`src/rtl/nanorv32_dma_copy.sv`:
```
// Word-granular memory-to-memory copy engine: reads one word, writes it back,
// repeats until the count runs out or an abort is pending.
module nanorv32_dma_copy #(
  parameter int NANORV32_ADDR_MSB = 31,
  parameter int NANORV32_DATA_MSB = 31
) (
  input  logic                       clk,
  input  logic                       rst_n,
  input  logic                       start,
  input  logic                       abort,
  input  logic [NANORV32_ADDR_MSB:0] src_addr,
  input  logic [NANORV32_ADDR_MSB:0] dst_addr,
  input  logic [15:0]                len_words,
  output logic                       busy,
  output logic                       done,
  output logic [15:0]                words_left,
  output logic                       dma_mem_req,
  output logic [NANORV32_ADDR_MSB:0] dma_mem_addr,
  output logic [3:0]                 dma_mem_bytesel,
  output logic [NANORV32_DATA_MSB:0] dma_mem_wdata,
  input  logic [NANORV32_DATA_MSB:0] mem_dma_rdata,
  input  logic                       mem_dma_ack
);

  localparam int AW = NANORV32_ADDR_MSB + 1;
  localparam int DW = NANORV32_DATA_MSB + 1;

  typedef enum logic [1:0] {
    ST_IDLE,
    ST_RD,
    ST_WR,
    ST_DONE
  } state_t;

  state_t          state_q, state_d;
  logic [AW-1:0]   src_q, src_d;
  logic [AW-1:0]   dst_q, dst_d;
  logic [15:0]     words_q, words_d;
  logic [DW-1:0]   buf_q, buf_d;
  logic            abort_q, abort_d;

  always_comb begin
    state_d         = state_q;
    src_d           = src_q;
    dst_d           = dst_q;
    words_d         = words_q;
    buf_d           = buf_q;
    abort_d         = abort_q;
    dma_mem_req     = 1'b0;
    dma_mem_addr    = '0;
    dma_mem_bytesel = 4'h0;
    busy            = 1'b0;
    done            = 1'b0;

    case (state_q)
      ST_IDLE: begin
        if (start) begin
          src_d   = src_addr & ~AW'(3);
          dst_d   = dst_addr & ~AW'(3);
          words_d = len_words;
          state_d = (len_words != 16'd0) ? ST_RD : ST_DONE;
        end
      end
      ST_RD: begin
        busy         = 1'b1;
        dma_mem_req  = 1'b1;
        dma_mem_addr = src_q;
        if (abort) abort_d = 1'b1;
        if (mem_dma_ack) begin
          buf_d   = mem_dma_rdata;
          state_d = ST_WR;
        end
      end
      ST_WR: begin
        busy            = 1'b1;
        dma_mem_req     = 1'b1;
        dma_mem_addr    = dst_q;
        dma_mem_bytesel = 4'hF;
        if (abort) abort_d = 1'b1;
        if (mem_dma_ack) begin
          src_d   = src_q + AW'(4);
          dst_d   = dst_q + AW'(4);
          words_d = words_q - 16'd1;
          // An abort arriving in the acking cycle itself still ends the copy here.
          state_d = (words_q == 16'd1 || abort_q || abort) ? ST_DONE : ST_RD;
        end
      end
      ST_DONE: begin
        done    = 1'b1;
        abort_d = 1'b0;
        state_d = ST_IDLE;
      end
      default: state_d = ST_IDLE;
    endcase
  end

  assign dma_mem_wdata = buf_q;
  assign words_left    = words_q;

  always_ff @(posedge clk or negedge rst_n) begin
    if (!rst_n) begin
      state_q <= ST_IDLE;
      src_q   <= '0;
      dst_q   <= '0;
      words_q <= '0;
      buf_q   <= '0;
      abort_q <= 1'b0;
    end else begin
      state_q <= state_d;
      src_q   <= src_d;
      dst_q   <= dst_d;
      words_q <= words_d;
      buf_q   <= buf_d;
      abort_q <= abort_d;
    end
  end

endmodule

```
`config.mk`:
```
export PLATFORM = sky130hd
export DESIGN_NAME = nanorv32_dma_copy
export DESIGN_NICKNAME = d
export VERILOG_FILES = /design/src/rtl/nanorv32_dma_copy.sv
export SDC_FILE = /design/constraint.sdc
export NUM_CORES = 1
export LEC_CHECK = 0
export BUFFER_PORTS_ARGS = -buffer_cell sky130_fd_sc_hd__buf_2
export CAP_MARGIN = 5
export CELL_PAD_IN_SITES_DETAIL_PLACEMENT = 0
export CELL_PAD_IN_SITES_GLOBAL_PLACEMENT = 2
export CORE_ASPECT_RATIO = 0.75
export CORE_MARGIN = 2
export CORE_UTILIZATION = 28
export DETAILED_ROUTE_END_ITERATION = 10
export PLACE_DENSITY_LB_ADDON = 0.1
export SYNTH_ARGS = -nofsm -noshare
export SYNTH_HDL_FRONTEND = slang
export SYNTH_SLANG_ARGS = --single-unit
```
`constraint.sdc`:
```
create_clock -name clk -period 2.15 [get_ports clk]
set_input_delay 0 -clock clk [delete_from_list [all_inputs] [get_ports clk]]
set_output_delay 0 -clock clk [all_outputs]
set_load 0.02 [all_outputs]
```
# After elaboration in Yosys (flattened, before gate mapping)
# Cells that the tools add are included.
# totals
reg_bits	115
in_bits	117
elab_cells	49
# op_classes
eq_ne	8
n_reduce_logical	11
n_mux	21
addsub	3
# op_table
operator	n
32-bit case mux with 2 select lines	3
32-bit two-way mux	4
32-bit by 3-bit adder with 32-bit output, second input constant	2
16-bit two-way mux	2
16-bit case mux with 2 select lines	1
16-bit by 1-bit == test with 1-bit output, second input constant	1
16-bit nonzero test	1
16-bit by 1-bit subtractor with 16-bit output, second input constant	1
2-bit two-way mux	5
2-bit case mux with 4 select lines	1
2-bit inequality test, second input constant	3
3-bit AND reduction	2
2-bit == test, second input constant	2
4-bit two-way mux	1
2-bit AND reduction	2
2-bit nonzero test	2
1-bit two-way mux	3
2-bit by 1-bit == test with 1-bit output, second input constant	1
2-bit zero test	1
1-bit logical OR	2
2-bit by 1-bit inequality test with 1-bit output, second input constant	1
1-bit case mux with 2 select lines	1
2-bit OR reduction	1

# Logic depth before layout (Yosys ltp)
# logic_depth
ltp_word	6
mapped_depth	10
mapped_depth_nobuf	7

# Least setup slack after synthesis
# OpenSTA, ideal clock, no wires.
# synth_timing
path_type	register -> register
start	reg state_q[0]
end	reg dst_q[31]
arrival_time_ps	2337
path_stages_with_launch	9
setup_slack_ps	-256
n_path_buf	1
cell_sequence	dfrtp_1 inv_1 ha_1 buf_2 nand2_4 nor4_4 nand4_2 or4b_1 nand3_1
# synth_between
elab_chain_len	3
# synth_rtl
element	line_no	rtl
start, declared	35	state_t state_q, state_d;
start signal, assigned	109	state_q <= state_d;
2-bit == test or 2-bit zero test (tied branches)	55	case (state_q)
2-bit inequality test (no line) or 2-bit nonzero test (tied branches)	-	
3-bit AND reduction (no line)	-	
end signal, assigned	111	dst_q <= dst_d;
end, declared	37	logic [AW-1:0] dst_q, dst_d;
# Parallel ways exist; a longest one is shown, timed or not.
# A chain may end at the register's enable or synchronous reset.

# Worst setup path in the final report
# layout_timing
start	reg state_q[1]
end	out dma_mem_addr[5]
# layout_between
elab_chain_len	2
# layout_rtl
element	line_no	rtl
2-bit == test or 2-bit by 1-bit == test with 1-bit output (tied branches)	55	
32-bit case mux with 2 select lines (*)	55	
end, declared	18	output logic [NANORV32_ADDR_MSB:0] dma_mem_addr,
# Mark *: on every way between the ends. The rest lies on a longest branch, timed or not.

==> impl_metrics.yaml <==
run_status:
  run_status: "finished, final reports clean"
finish:
  post_route_cells_drive_above_1_share_pct: 32.6
  layout.nets: 1193
  diodes: 0
  final_util_pct: 42.4
  area_growth_pct: 47.4
yosys:
  async_reset_ff_share_pct: 100
  yosys.cell_types.count: 61
  synthDominantAreaCellType: "dfrtp_1"
  yosysWarningCount: 0
  synth_most_common_cell: "dfrtp_1"
  synth.cell_area_sq_um: 6690
  number_of_enable_type_register_cells_in_the_synthesized_netlist: 0
  avgSynthCellArea_sq_um: 9.05
  synthTopCellsByCount: "dfrtp_1, a21oi_1, nand2_1"
  register_area_share_after_synthesis_pct: 41.5
  postSynthCellCount: 739
  postSynthRegisterBits: 111
  netlist.area_leader.share_pct: 41.5
  synth_top_cells_by_area: "dfrtp_1, mux2_2, a21oi_1"
  dominantRegCellSynth: "dfrtp_1"
power:
  logic_pwr_share_pct: 58.7
  ir_drop_uv: 643
  switch_pwr_uw: 6800
  internal-power_uw: 7480
  power.density_cell_area_nw_per_um2: 1450
  static-leakage-power_uw: 0.00440
  sw_frac_of_total_pct: 47.6
  share_clk_of_total_power_pct: 12.4
  seq_power_share_pct: 28.9
die:
  io_pins: 204
  coreArea_sq_um: 23200
  chipHeight_microns: 138
  die_width_microns: 183
  die_area_sq_um: 25200
  initial_utilization_pct: 28.8
  std_cell_rows: 48
routing:
  routedLengthMet1_microns: 12400
  wl_microns: 25400
  met2_length_microns: 11700
  drc: 0
  drtIter0Drc: 529
  top_layer: "met4"
  drt-vias-per-instance: 5.25
  dr.pass1.iters: 5
  final_antenna_net_count: 0
  routed_wire_length_per_instance_microns: 18.5
  met3_wirelength_microns: 1080
  routed-via-count: 7203
cts:
  cts-root-buf: "clkbuf_16"
  cts-buffers-inserted: 9
  cts_buffer_depth: 2
  clkSlewWorstSetupHoldPaths_ns: 0.09
  cts_tree: "yes"
  htree_levels: 3
  cts.sink_count: 111
  insertion_delay_ns: 0.37
timing:
  report.final.hold_viol_count: 0
  timing.final.max_slew_violations: 0
  setup_total_negative_slack_ns: 0
  achievable-frequency_mhz: 475
  max_slew.worst_pin.slew_ns: 0.622
  setup_repair_after_global_routing_missed_its_margin: "true"
  finalClockSkew_ns: 0.00823
  timing.final.crit_period_ns: 2.11
  post-route-period-util_pct: 97.9
  worst_rel_slew_slack_pct: 58.6
  setup-violations-final: 0
placement:
  io_buffers: 197
  dp_hpwl_microns: 18700
  gp_congestion: 0.853
global_routing:
  pin_count_of_the_biggest_net_entering_global_routing: 40
  grt_pass1_wl_microns: 39400
  overflow: 0
  gr-usage-all-layers_pct: 20.0
  grt_pass1_vias: 7099
  grt_antenna_before_repair: 0
worst_setup_path:
  timing.setup.critical_path_class: "flip-flop to output pin"
  critPathRequiredTime_ns: 2.15
  crit_path_max_fanout: 7
  worstPathArrival_ns: 2.11
  cp-end-kind: "output pin"
  crit_path_start_kind: "flip-flop"
worst_hold_path:
  min_delay_path_class: "primary input to flip-flop"
flow_run:
  drv.max_cap_violation_count: 0
## metal layers
metal | GRT usage (%) | up-vias
met4 | 3.72 | 0
met1 | 28.6 | 3545
li1 | - | 3435
met5 | 0 | -
met2 | 32.6 | 208
met3 | 2.97 | 15
## cells in the final DEF, fill, tap and decap left out, types with 5 or more instances in the layout
cell type,count
a21oi_1,55
a22oi_1,36
a2bb2oi_1,7
a311oi_1,5
a31oi_1,7
and3_1,18
buf_12,8
buf_2,196
buf_4,76
clkbuf_16,9
dfrtp_1,110
dlygate4sd3_1,97
ha_1,8
inv_1,16
mux2_2,32
mux2i_1,21
nand2_1,51
nand2b_1,6
nand3_1,32
nand4_1,18
nor2_1,36
nor2b_1,28
nor3_1,18
nor4_1,7
o21ai_0,39
o22ai_1,35
o31ai_1,10
or3_1,7
## cells by family after synthesis
family	share of synthesized area (%)
AND/OR/NAND/NOR	20.1
adder cells (fa/ha/maj)	1.68
multiplexers	8.53
AO/OA/AOI/OAI	23.1
other	0.0560
buffers and inverters	5.05
flip-flops	41.5
## power by group through the flow
| stage | clock network, uW | logic [uW] | registers (uW) |
|---|---|---|---|
| 2_1_floorplan | 0 | 4580 | 4470 |
| 3_3_place_gp | 0 | 8020 | 4110 |
| 3_5_place_dp | 0 | 8170 | 4160 |
| 4_1_cts | 1830 | 8370 | 4120 |
| 5_1_grt | 1890 | 9160 | 4290 |
| 6_report | 1770 | 8380 | 4130 |
## worst max-delay path, stage by stage (launching register included)
cell and delay (ns):
dfrtp_2 0.46, inv_1 0.11, ha_1 0.36, buf_4 0.21, nand2_1 0.05, a21boi_0 0.31
buf_2 0.24
## through the flow
stage	hold WS [ns]	setup slack [ns]	instance area [sq um]	power, uW	instances
CTS	0.0122	0.0227	9810	14300	1371
global route	0.0299	-0.0671	9860	15300	1372
floorplan	-0.296	0.00200	6710	9050	740
global placement	0.0516	0.0577	8510	12100	1255
finish	0.0188	0.0443	9860	14300	1372
detailed placement	0.0476	-0.0152	8510	12300	1255
## state kept, by name, indices dropped and copies added (netlist names)
name / cells
abort_q: 1
dma_mem_wdata: 32
dst_q: 30
words_left: 16
state_q: 2
src_q: 30
## final timing paths
path,startpoint,to,slack [ns],cells past startpoint
min,src_addr[28],src_q[28],0.02,4
max in group asynchronous,rst_n,state_q[1],1.31,3
max reg2reg,state_q[0],dst_q[31],0.08,8
min reg2reg,dma_mem_wdata[3],dma_mem_wdata[3],0.51,1
min in group asynchronous,rst_n,src_q[21],0.19,2
max,state_q[1],dma_mem_addr[5],0.04,6
## repair_timing
item	in CTS	in global routing
gates cloned	0	0
setup buffers	3	2
pin swaps	0	2
endpoints found under the hold margin	132	0
hold buffers	97	0
setup endpoints to repair	5	37
resized for setup	1	11
## layout make-up
| type | count | area, sq um |
|---|---|---|
| fill | 2325 | 13400 |
| sequential | 111 | 2780 |
| timing repair buffer | 380 | 2720 |
| inverter | 17 | 63.8 |
| tap | 300 | 375 |
| clock buffer | 9 | 225 |
| multi-input combinational | 548 | 3630 |
| clock inverter | 7 | 73.8 |
Note: power is estimated with default switching activity, not from simulation.
